## config.mk

```make
export PLATFORM = sky130hd
export DESIGN_NAME = down_counter_timer_flat
export DESIGN_NICKNAME = d
export VERILOG_FILES = /design/src/rtl/down_counter_timer_pkg.sv /design/src/rtl/down_counter_timer_if.sv /design/src/rtl/down_counter_timer.sv /design/src/flat_wrapper.sv
export SDC_FILE = /design/constraint.sdc
export NUM_CORES = 1
export LEC_CHECK = 0
export BUFFER_PORTS_ARGS = -buffer_cell sky130_fd_sc_hd__clkbuf_2
export CAP_MARGIN = 20
export CORE_AREA = 2 2 39 41
export DETAILED_ROUTE_END_ITERATION = 7
export DIE_AREA = 0 0 41 43
export HOLD_SLACK_MARGIN = 0.12
export PLACE_DENSITY = 0.59
export SLEW_MARGIN = 5
export SYNTH_ARGS = -nofsm -noshare
export SYNTH_HDL_FRONTEND = slang
export SYNTH_SLANG_ARGS = --single-unit
export TNS_END_PERCENT = 20
```

## constraint.sdc

```tcl
create_clock -name clk -period 1.8 [get_ports clk]
set_input_delay 0.54 -clock clk [delete_from_list [all_inputs] [get_ports clk]]
set_output_delay 0.54 -clock clk [all_outputs]
set_load 0.005 [all_outputs]
```

## src/rtl/down_counter_timer_pkg.sv

```systemverilog
// down_counter_timer_pkg: shared state encoding and default width for the down-counter timer
package down_counter_timer_pkg;
  localparam int DEFAULT_WIDTH = 4;
  typedef enum logic [1:0] {
    IDLE = 2'd0,
    RUN  = 2'd1,
    DONE = 2'd2
  } state_t;
endpackage

```

## src/rtl/down_counter_timer_if.sv

```systemverilog
// down_counter_timer_if: control inputs and count/status outputs of the down-counter timer
interface down_counter_timer_if #(parameter int WIDTH = down_counter_timer_pkg::DEFAULT_WIDTH);
  logic             load;
  logic [WIDTH-1:0] load_val;
  logic             start;
  logic             enable;
  logic [WIDTH-1:0] count;
  logic             busy;
  logic             done;
  logic             zero;
  modport master (output load, load_val, start, enable, input count, busy, done, zero);
  modport slave  (input load, load_val, start, enable, output count, busy, done, zero);
endinterface

```

## src/rtl/down_counter_timer.sv

```systemverilog
// down_counter_timer: loadable one-shot down-counter, periodic reload when DOWN_COUNTER_TIMER_AUTO_RELOAD_EN is defined
module down_counter_timer
  import down_counter_timer_pkg::*;
#(
  parameter int WIDTH = DEFAULT_WIDTH
) (
  input logic                 clk,
  input logic                 rst_n,
  down_counter_timer_if.slave bus
);
  logic [WIDTH-1:0] r_count;
  state_t           r_state;
`ifdef DOWN_COUNTER_TIMER_AUTO_RELOAD_EN
  logic [WIDTH-1:0] r_reload;
  // reload value tracks every load so DONE can restart the period
  always_ff @(posedge clk or negedge rst_n)
    if (!rst_n) r_reload <= '0;
    else if (bus.load) r_reload <= bus.load_val;
`endif
  // load aborts everything; otherwise IDLE waits for start, RUN ticks down on enable, DONE lasts one cycle
  always_ff @(posedge clk or negedge rst_n)
    if (!rst_n) begin
      r_count <= '0;
      r_state <= IDLE;
    end else if (bus.load) begin
      r_count <= bus.load_val;
      r_state <= IDLE;
    end else begin
      case (r_state)
        IDLE: if (bus.start) r_state <= (r_count == '0) ? DONE : RUN;
        RUN: if (bus.enable) begin
          r_count <= r_count - 1'b1;
          if (r_count == WIDTH'(1)) r_state <= DONE;
        end
`ifdef DOWN_COUNTER_TIMER_AUTO_RELOAD_EN
        DONE: if (r_reload != '0) begin
          r_count <= r_reload;
          r_state <= RUN;
        end else r_state <= IDLE;
`else
        DONE: r_state <= IDLE;
`endif
        default: r_state <= IDLE;
      endcase
    end
  assign bus.count = r_count;
  assign bus.busy  = (r_state == RUN);
  assign bus.done  = (r_state == DONE);
  assign bus.zero  = (r_count == '0);
endmodule

```

## src/flat_wrapper.sv

```systemverilog
// flat-port wrapper written by rule: the top's interface ports become plain ports
module down_counter_timer_flat import down_counter_timer_pkg::*;
#(
  parameter int WIDTH = DEFAULT_WIDTH
)
  (clk, rst_n, bus_load, bus_load_val, bus_start, bus_enable, bus_count, bus_busy, bus_done, bus_zero);
  down_counter_timer_if #(.WIDTH(WIDTH)) bus_i ();
  input logic clk;
  input logic rst_n;
  input wire logic [$bits(bus_i.load)-1:0] bus_load;
  input wire logic [$bits(bus_i.load_val)-1:0] bus_load_val;
  input wire logic [$bits(bus_i.start)-1:0] bus_start;
  input wire logic [$bits(bus_i.enable)-1:0] bus_enable;
  output wire logic [$bits(bus_i.count)-1:0] bus_count;
  output wire logic [$bits(bus_i.busy)-1:0] bus_busy;
  output wire logic [$bits(bus_i.done)-1:0] bus_done;
  output wire logic [$bits(bus_i.zero)-1:0] bus_zero;
  assign bus_i.load = bus_load;
  assign bus_i.load_val = bus_load_val;
  assign bus_i.start = bus_start;
  assign bus_i.enable = bus_enable;
  assign bus_count = bus_i.count;
  assign bus_busy = bus_i.busy;
  assign bus_done = bus_i.done;
  assign bus_zero = bus_i.zero;
  down_counter_timer #(.WIDTH(WIDTH)) u_core (.clk(clk), .rst_n(rst_n), .bus(bus_i));
endmodule
```

==> impl_metrics.json, run 1 <==
{
  "power.density_nw_per_um2": 823,
  "relSlewSlack_pct": 82.0,
  "numCtsBuffers": 3,
  "synthCells": 39,
  "fin_nets": 72,
  "tritoncts": "done",
  "status": "complete, no violations",
  "insertion_delay_ns": 0.24,
  "num_vias": 351,
  "clk_pin_slew_ns": 0.04,
  "htreeDepth": 1,
  "io_pins": 16,
  "synth_simple_gate_area_share_pct": 27.1,
  "place_congestion": 0.659,
  "ys_ff_latch": 6,
  "drc": 0,
  "cp_num_buf_inv": 2,
  "cts_root_buffer": "clkbuf_4",
  "crit_chain": "inv_2, ha_4, nor3b_4, buf_2",
  "syn_nets": 51,
  "vdd_ir_drop_max_mv": 0.296,
  "cp_top_family": "flip-flops",
  "layout-drive-gt1-share_pct": 41.4,
  "ys_seq_area_share_pct": 40.7,
  "arrival_ns": 1.21,
  "wl_per_cell_um": 11.1,
  "synth-xor-area-share_pct": 4.75,
  "drtPass1Iterations": 4,
  "fin_skew_ns": 0.00225,
  "tightest_slew_ns": 0.268,
  "muxShareOfSynthArea_pct": 3.05,
  "clock.fmax_ghz": 0.572,
  "slew_viol_final": 0,
  "min_from": "bus_load_val[2]",
  "drtIter0Drc": 3,
  "fillCellCount": 134,
  "area_growth_pct": 41.7,
  "dieArea_sq_um": 1760,
  "rsz0062_at_grt": "yes",
  "cts_buffer_depth": 2,
  "post_synth_num_cell_types": 21,
  "min_path_type": "input pin to flop",
  "avgViaCountPerCell": 4.74,
  "die_w_um": 41,
  "grt_pass1_vias": 301,
  "hold_violations": 0,
  "port_buffers": 15,
  "cp_slowest_cell": "dfrtp_1",
  "core_region_area_sq_um": 1380,
  "slowest_delay_ns": 0.41,
  "worst_setup_path_start_kind": "flop",
  "grt_pass1_wl_um": 1270,
  "setup_viol": 0,
  "holdPathStages": 3,
  "min_period_over_period_pct": 97.2,
  "synth_top_family_by_area": "simple AND/OR/NAND/NOR gates",
  "endpoint_kind": "output port",
  "rows": 14,
  "power.leakage_nw": 0.249,
  "clock_sinks": 6,
  "wl_um": 821,
  "antenna_found_initial": 0,
  "rr_worst_depth": 5,
  "cp.depth": 4,
  "worstSetupPathType": "flop to output port",
  "grt.overflow.total": 0,
  "avgSynthCellArea_sq_um": 9.46,
  "timing.rr.start": "u_core.bus.count[0]",
  "start_util_pct": 26.7,
  "final.setup.tns_ns": 0,
  "grt.total_usage_pct": 11.4,
  "power_w": 0.000430,
  "period_needed_ns": 1.75,
  "ys_warn_count": 0,
  "cap_viol_max_count": 0,
  "synth_compound_area_share_pct": 10.8,
  "die_y_um": 43,
  "syn_area_sq_um": 369,
  "grt_max_degree": 12,
  "antenna_cells": 0,
  "cp.required_ns": 1.26,
  "dp_hpwl_um": 607,
  "worstSetupStartpoint": "u_core.bus.count[0]",
  "crit_fanout": 4,
  "ant_nets": 0,
  "synth_fa_ha_area_share_pct": 10.2
}
==> report_power, final <==
group | switching, W | total, W | leakage [nW] | internal (W)
Combinational | 0.0000594 | 0.000131 | 0.160 | 0.0000713
Clock | 0.0000439 | 0.000119 | 0.0138 | 0.0000751
Sequential | 0.0000267 | 0.000180 | 0.0751 | 0.000154
==> repair_timing <==
item,4_1_cts,5_1_grt
resized for setup,3,4
pin swaps,0,1
hold endpoints to repair,6,0
hold buffers,1,0
setup buffers,0,1
endpoints found under the setup margin,1,1
==> layer usage <==
layer / track usage, % / wire (um) / up-vias
met5: 0 / 0 / -
met1: 14.2 / 380 / 161
met4: 10.0 / 0 / 0
met3: 4.71 / 45 / 0
li1: - / - / 177
met2: 14.4 / 395 / 13
==> cell usage in the layout, fill, tap and decap left out, drive strengths merged <==
master	synthesis	layout
buf	1	2
nand4b	1	1
clkbuf	0	17
a21oi	1	1
xnor2	1	1
nor2b	3	3
inv	2	2
a211oi	1	1
o31ai	1	1
xor2	1	1
nand3	1	1
nand3b	1	1
o21ai	4	4
ha	3	3
nor3	1	1
or4	1	1
or3	2	2
mux2	1	1
nor3b	1	1
dfrtp	6	6
nor4b	1	1
nand2	5	5
dlygate4sd3	0	1
==> through the flow <==
step | setup slack (ns) | util (%) | instances | cell area [sq um] | hold slack [ns]
3_3_place_gp | 0.163 | 33.2 | 69 | 459 | 0.368
2_1_floorplan | 0.332 | - | 39 | 369 | 0.244
4_1_cts | 0.00966 | 36.3 | 73 | 503 | 0.509
3_5_place_dp | 0.149 | 33.2 | 69 | 459 | 0.370
6_report | 0.0512 | 37.8 | 74 | 523 | 0.514
5_1_grt | 0.000937 | 37.8 | 74 | 523 | 0.520
==> registers in the layout, indices dropped and copies added (netlist names) <==
name / count
u_core.r_state: 2
u_core.bus.count: 4
==> cells by family (layout without fill, tap and decap cells) <==
logic type | after synthesis | count (layout)
DFF | 6 | 6
xor gates and xnor gates | 2 | 2
adders and majority gates | 3 | 3
and+or+nand+nor | 17 | 17
muxes | 1 | 1
buffers and inverters | 3 | 22
AOI/OAI and AO/OA | 7 | 7
==> path summary, 6_finish.rpt <==
kind / end / slack (ns)
worst max register to register: u_core.r_state[0] / 0.37
worst min-delay path: u_core.bus.count[2] / 0.51
max in group asynchronous: u_core.bus.count[3] / 0.99
min in group asynchronous: u_core.bus.count[2] / 0.66
worst min register to register: u_core.r_state[1] / 0.54
worst max-delay path: bus_zero / 0.05
==> tightest hold or removal path, delay by kind of cell <==
family / cells / cell delay, ns
AND/OR/NAND/NOR: 1 / 0.04
buffers and inverters: 1 / 0.08
AO/OA/AOI/OAI: 1 / 0.06
==> cell type report <==
| type | instances | area, sq um | area share [%] |
|---|---|---|---|
| multi-input cells | 30 | 230 | 44.0 |
| inverters | 2 | 7.51 | 1.44 |
| clock buffers | 3 | 22.5 | 4.31 |
| repair buffers | 17 | 92.6 | 17.7 |
| flip-flops and latches | 6 | 150 | 28.7 |
| well taps | 16 | 20.0 | 3.83 |
==> cell usage after synthesis <==
library cell | count | area (sq um)
nor3_1 | 1 | 5.00
or3_1 | 2 | 12.5
a21oi_1 | 1 | 5.00
a211oi_1 | 1 | 7.51
or4_1 | 1 | 7.51
o21ai_0 | 4 | 20.0
nor2b_1 | 3 | 18.8
nand2_1 | 5 | 18.8
nand3b_1 | 1 | 7.51
ha_1 | 3 | 37.5
buf_2 | 1 | 5.00
nand4b_1 | 1 | 8.76
o31ai_1 | 1 | 7.51
nor3b_1 | 1 | 7.51
xor2_1 | 1 | 8.76
nor4b_1 | 1 | 8.76
nand3_1 | 1 | 5.00
xnor2_1 | 1 | 8.76
inv_1 | 2 | 7.51
mux2_2 | 1 | 11.3
dfrtp_1 | 6 | 150
Note: power is estimated with default switching activity, not from simulation.
==> run 2, diff against run 1 <==
==> constraint.sdc (replaced) <==
create_clock -name clk -period 1.8 [get_ports clk]
set_input_delay 0.36 -clock clk [delete_from_list [all_inputs] [get_ports clk]]
set_output_delay 0.36 -clock clk [all_outputs]
set_load 0.005 [all_outputs]
==> run 2 against run 1 <==
Net effect: utilization is 1.9 points lower; clock skew is 0.0067 ns higher; critical path type unchanged; largest cell class unchanged; register-to-register slack worse by 0.09 ns; clock power is 5% higher; flip-flop and latch count stayed put.
==> impl_metrics.json, run 2 (synthesized netlist as in run 1, its figures left out) <==
{
  "drtIter0Drc": 3,
  "clk_pin_slew_ns": 0.05,
  "layout_commonest_cell": "clkbuf_2",
  "min_period_over_period_pct": 92.0,
  "tightest_slew_ns": 0.316,
  "grt.overflow.total": 0,
  "die_w_um": 41,
  "num_vias": 343,
  "antenna_found_initial": 0,
  "core_region_area_sq_um": 1380,
  "layout_common_cells": "clkbuf_2, dfrtp_1, nand2_1",
  "largest_reg_flops": 4,
  "vdd_ir_drop_max_mv": 0.386,
  "clock.fmax_ghz": 0.604,
  "worstSetupPathType": "flop to output port",
  "min_path_type": "input pin to flop",
  "power.density_nw_per_um2": 841,
  "dp_hpwl_um": 671,
  "wl_per_cell_um": 11.5,
  "grt_pass1_vias": 332,
  "period_needed_ns": 1.66,
  "tritoncts": "done",
  "numCtsBuffers": 3,
  "fillCellCount": 144,
  "cts_root_buffer": "clkbuf_4",
  "worst_setup_path_start_kind": "flop",
  "power.leakage_nw": 0.243,
  "drtPass1Iterations": 2,
  "fin_skew_ns": 0.00900,
  "die_y_um": 43,
  "slew_viol_final": 0,
  "endpoint_kind": "output port",
  "cp.required_ns": 1.44,
  "drc": 0,
  "cts_buffer_depth": 2,
  "htreeDepth": 1,
  "status": "complete, no violations",
  "rsz0062_at_grt": "no",
  "multiInputGateArea_sq_um": 211,
  "arrival_ns": 1.30,
  "setup_viol": 0,
  "io_pins": 16,
  "crit_fanout": 4,
  "grt_pass1_wl_um": 1270,
  "grt.total_usage_pct": 11.1,
  "seq_area_sq_um": 150,
  "cap_viol_max_count": 0,
  "ant_nets": 0,
  "place_congestion": 0.644,
  "final.setup.tns_ns": 0,
  "area_growth_pct": 34.6,
  "rows": 14,
  "relSlewSlack_pct": 78.8,
  "wl_um": 841,
  "clock_sinks": 6,
  "place_inst": 69,
  "antenna_cells": 0,
  "port_buffers": 15,
  "hold_violations": 0,
  "grt_max_degree": 12,
  "avgViaCountPerCell": 4.70,
  "fin_cells": 73,
  "layout-drive-gt1-share_pct": 35.1,
  "fin_nets": 71,
  "start_util_pct": 26.7,
  "dieArea_sq_um": 1760,
  "insertion_delay_ns": 0.25
}
==> run 2: through the flow <==
step	hold WS, ns	worst slack (ns)	total power (W)	utilization [%]	cell area (sq um)
2_1_floorplan	0.0644	0.405	0.000244	-	369
3_3_place_gp	0.195	0.350	0.000291	33.2	459
3_5_place_dp	0.194	0.280	0.000293	33.2	459
4_1_cts	0.316	0.0142	0.000424	35.5	492
5_1_grt	0.329	0.0347	0.000452	35.9	497
6_report	0.321	0.143	0.000418	35.9	497
==> run 2: worst paths after layout <==
kind                                           from             endpoint  cells past startpoint  slack (ns)
min in group asynchronous                     rst_n  u_core.bus.count[1]                      2        0.47
max in group asynchronous                     rst_n    u_core.r_state[1]                      2        1.17
worst min-delay path                bus_load_val[1]  u_core.bus.count[1]                      3        0.32
worst max-delay path            u_core.bus.count[0]             bus_zero                      4        0.14
worst max register to register  u_core.bus.count[0]    u_core.r_state[0]                      5        0.28
worst min register to register    u_core.r_state[1]    u_core.r_state[1]                      1        0.55
==> run 2: report_power, final <==
group / switching (W) / total (W) / internal [W]
clock: 0.0000492 / 0.000125 / 0.0000755
sequential: 0.0000251 / 0.000179 / 0.000154
combinational: 0.0000537 / 0.000114 / 0.0000608
==> run 2: repair_timing <==
action / CTS / global route
setup endpoints to repair: 0 / 1
resized for setup: 0 / 1
hold buffers: 1 / 0
buffers inserted: 0 / 0
endpoints found under the hold margin: 6 / 0
==> run 2: per-layer routing <==
metal  global-route usage (%)  up-vias  wire length (um)
li1                         -      176                 -
met1                     11.2      156               375
met2                     18.1       11               412
met3                     3.14        0                52
met4                     8.00        0                 0
met5                        0        -                 0
==> run 2: cell type report <==
cell class / instances / share of cell area (%)
Clock buffer: 3 / 4.53
Inverter: 2 / 1.51
Sequential cell: 6 / 30.2
Multi-Input combinational cell: 30 / 42.6
Tap cell: 16 / 4.03
Timing Repair Buffer: 16 / 17.1
==> run 2: worst max-delay path, cell delays in order, from the launching register on <==
cell,delay [ns]
dfrtp_1,0.41
inv_1,0.13
ha_1,0.15
nor3b_2,0.21
clkbuf_2,0.15
==> run 3, diff against run 2 <==
Clock period 1.8 ns to 1.9 ns, I/O delays scaled along.
==> run 3 against run 2 <==
Net effect: clock skew fell by 0.0039 ns; combinational power fell by 5%; routed wire length fell by 0.71%; power fell by 5.5%; final cell count did not move; sequential share of layout area did not move; largest power group unchanged; via count rose by 4.4%; flip-flop and latch count did not move; cell area did not move; highest routed layer is now met4; die area did not move; clock power fell by 6%; sequential power fell by 6%.
==> impl_metrics.json, run 3 (synthesized netlist as in run 1, its figures left out) <==
{
  "status": "complete, no violations",
  "power.density_nw_per_um2": 795,
  "wl_met3_um": 67,
  "start_util_pct": 26.7,
  "worstSetupStartpoint": "u_core.bus.count[0]",
  "rsz0062_at_grt": "no",
  "drtIter0Drc": 3,
  "relSlewSlack_pct": 80.7,
  "fin_nets": 71,
  "insertion_delay_ns": 0.25,
  "grt_max_degree": 12,
  "cap_viol_max_count": 0,
  "wl_um": 835,
  "wl_per_cell_um": 11.4,
  "tritoncts": "done",
  "crit_fanout": 4,
  "avgViaCountPerCell": 4.90,
  "top_layer": "met4",
  "slew_viol_final": 0,
  "port_buffers": 15,
  "endpoint_kind": "output port",
  "clock.fmax_ghz": 0.595,
  "timing.rr.start": "u_core.bus.count[0]",
  "dr_wl_met2_um": 409,
  "area_growth_pct": 34.6,
  "clock_sinks": 6,
  "rows": 14,
  "worst_setup_path_start_kind": "flop",
  "drtPass1Iterations": 6,
  "die_w_um": 41,
  "fin_skew_ns": 0.00507,
  "r2r_setup_slack_ns": 0.39,
  "min_path_type": "input pin to flop",
  "antenna_found_initial": 0,
  "min_period_over_period_pct": 88.4,
  "cts_buffer_depth": 2,
  "htreeDepth": 1,
  "clk_pin_slew_ns": 0.05,
  "cp.required_ns": 1.52,
  "die_y_um": 43,
  "hold_violations": 0,
  "final.setup.tns_ns": 0,
  "cp-endpoint": "bus_zero",
  "arrival_ns": 1.30,
  "drc": 0,
  "dp_hpwl_um": 653,
  "grt_pass1_wl_um": 1300,
  "power.leakage_nw": 0.243,
  "layout-drive-gt1-share_pct": 35.1,
  "core_region_area_sq_um": 1380,
  "grt.overflow.total": 0,
  "io_pins": 16,
  "fin_util_pct": 35.9,
  "rr_worst_depth": 5,
  "largest_reg_flops": 4,
  "dieArea_sq_um": 1760,
  "regToRegEndpoint": "u_core.r_state[0]",
  "setup_viol": 0,
  "met1_length_um": 339,
  "grt_pass1_vias": 338,
  "grt.total_usage_pct": 11.6,
  "ant_nets": 0,
  "layout_commonest_cell": "clkbuf_2",
  "layout_common_cells": "clkbuf_2, dfrtp_1, nand2_1",
  "numCtsBuffers": 3,
  "vdd_ir_drop_max_mv": 0.247,
  "antenna_cells": 0,
  "num_vias": 358,
  "worstSetupPathType": "flop to output port",
  "tightest_slew_ns": 0.287,
  "cts_root_buffer": "clkbuf_4",
  "placed_area_sq_um": 459,
  "period_needed_ns": 1.68,
  "final_cell_area_sq_um": 497,
  "place_congestion": 0.644
}
-- run 3: cell counts in the layout (fill, tap and decap cells not counted) --
Identical to the previous run, type by type.
-- run 3: what timing repair did --
action	4_1_cts	5_1_grt
hold buffers	1	0
gates resized for setup	0	1
hold endpoints to repair	6	0
setup buffers	0	0
setup endpoints to repair	0	1
-- run 3: how the worst min path moves through the flow --
stage,depth (start not counted),start,end
2_1_floorplan,0,rst_n,u_core.bus.count[0]
3_3_place_gp,1,rst_n,u_core.bus.count[0]
3_5_place_dp,1,rst_n,u_core.bus.count[1]
4_1_cts,3,bus_load_val[1],u_core.bus.count[1]
5_1_grt,3,bus_load_val[1],u_core.bus.count[1]
6_report,3,bus_load_val[1],u_core.bus.count[1]
-- run 3: layout make-up --
class | instances | area (sq um)
well taps | 16 | 20.0
repair buffers | 16 | 85.1
clock buffers | 3 | 22.5
fillers | 152 | 887
multi-input cells | 30 | 211
inverters | 2 | 7.51
flip-flops and latches | 6 | 150
-- run 3: per-stage QoR --
stage | total power [W] | std cells | hold slack [ns] | worst slack [ns]
2_1_floorplan | 0.000231 | 39 | 0.0844 | 0.505
3_3_place_gp | 0.000276 | 69 | 0.215 | 0.430
3_5_place_dp | 0.000277 | 69 | 0.214 | 0.362
4_1_cts | 0.000401 | 73 | 0.333 | 0.0951
5_1_grt | 0.000435 | 73 | 0.352 | 0.0943
6_report | 0.000395 | 73 | 0.338 | 0.221
-- run 3: critical path: stages (launching register included) --
cell,delay (ns)
dfrtp_1,0.41
inv_1,0.12
ha_1,0.15
nor3b_2,0.22
clkbuf_2,0.15
-- run 3: metal layers --
metal,GRT usage (%),vias up
met1,10.9,169
li1,-,174
met3,3.14,2
met4,10.0,0
met5,0,-
met2,19.1,13
-- run 3: where the power goes --
part           internal, W  switching, W  total, W
Combinational    0.0000577     0.0000505  0.000108
Clock            0.0000714     0.0000458  0.000117
Sequential        0.000146     0.0000238  0.000169
Total             0.000275      0.000120  0.000395
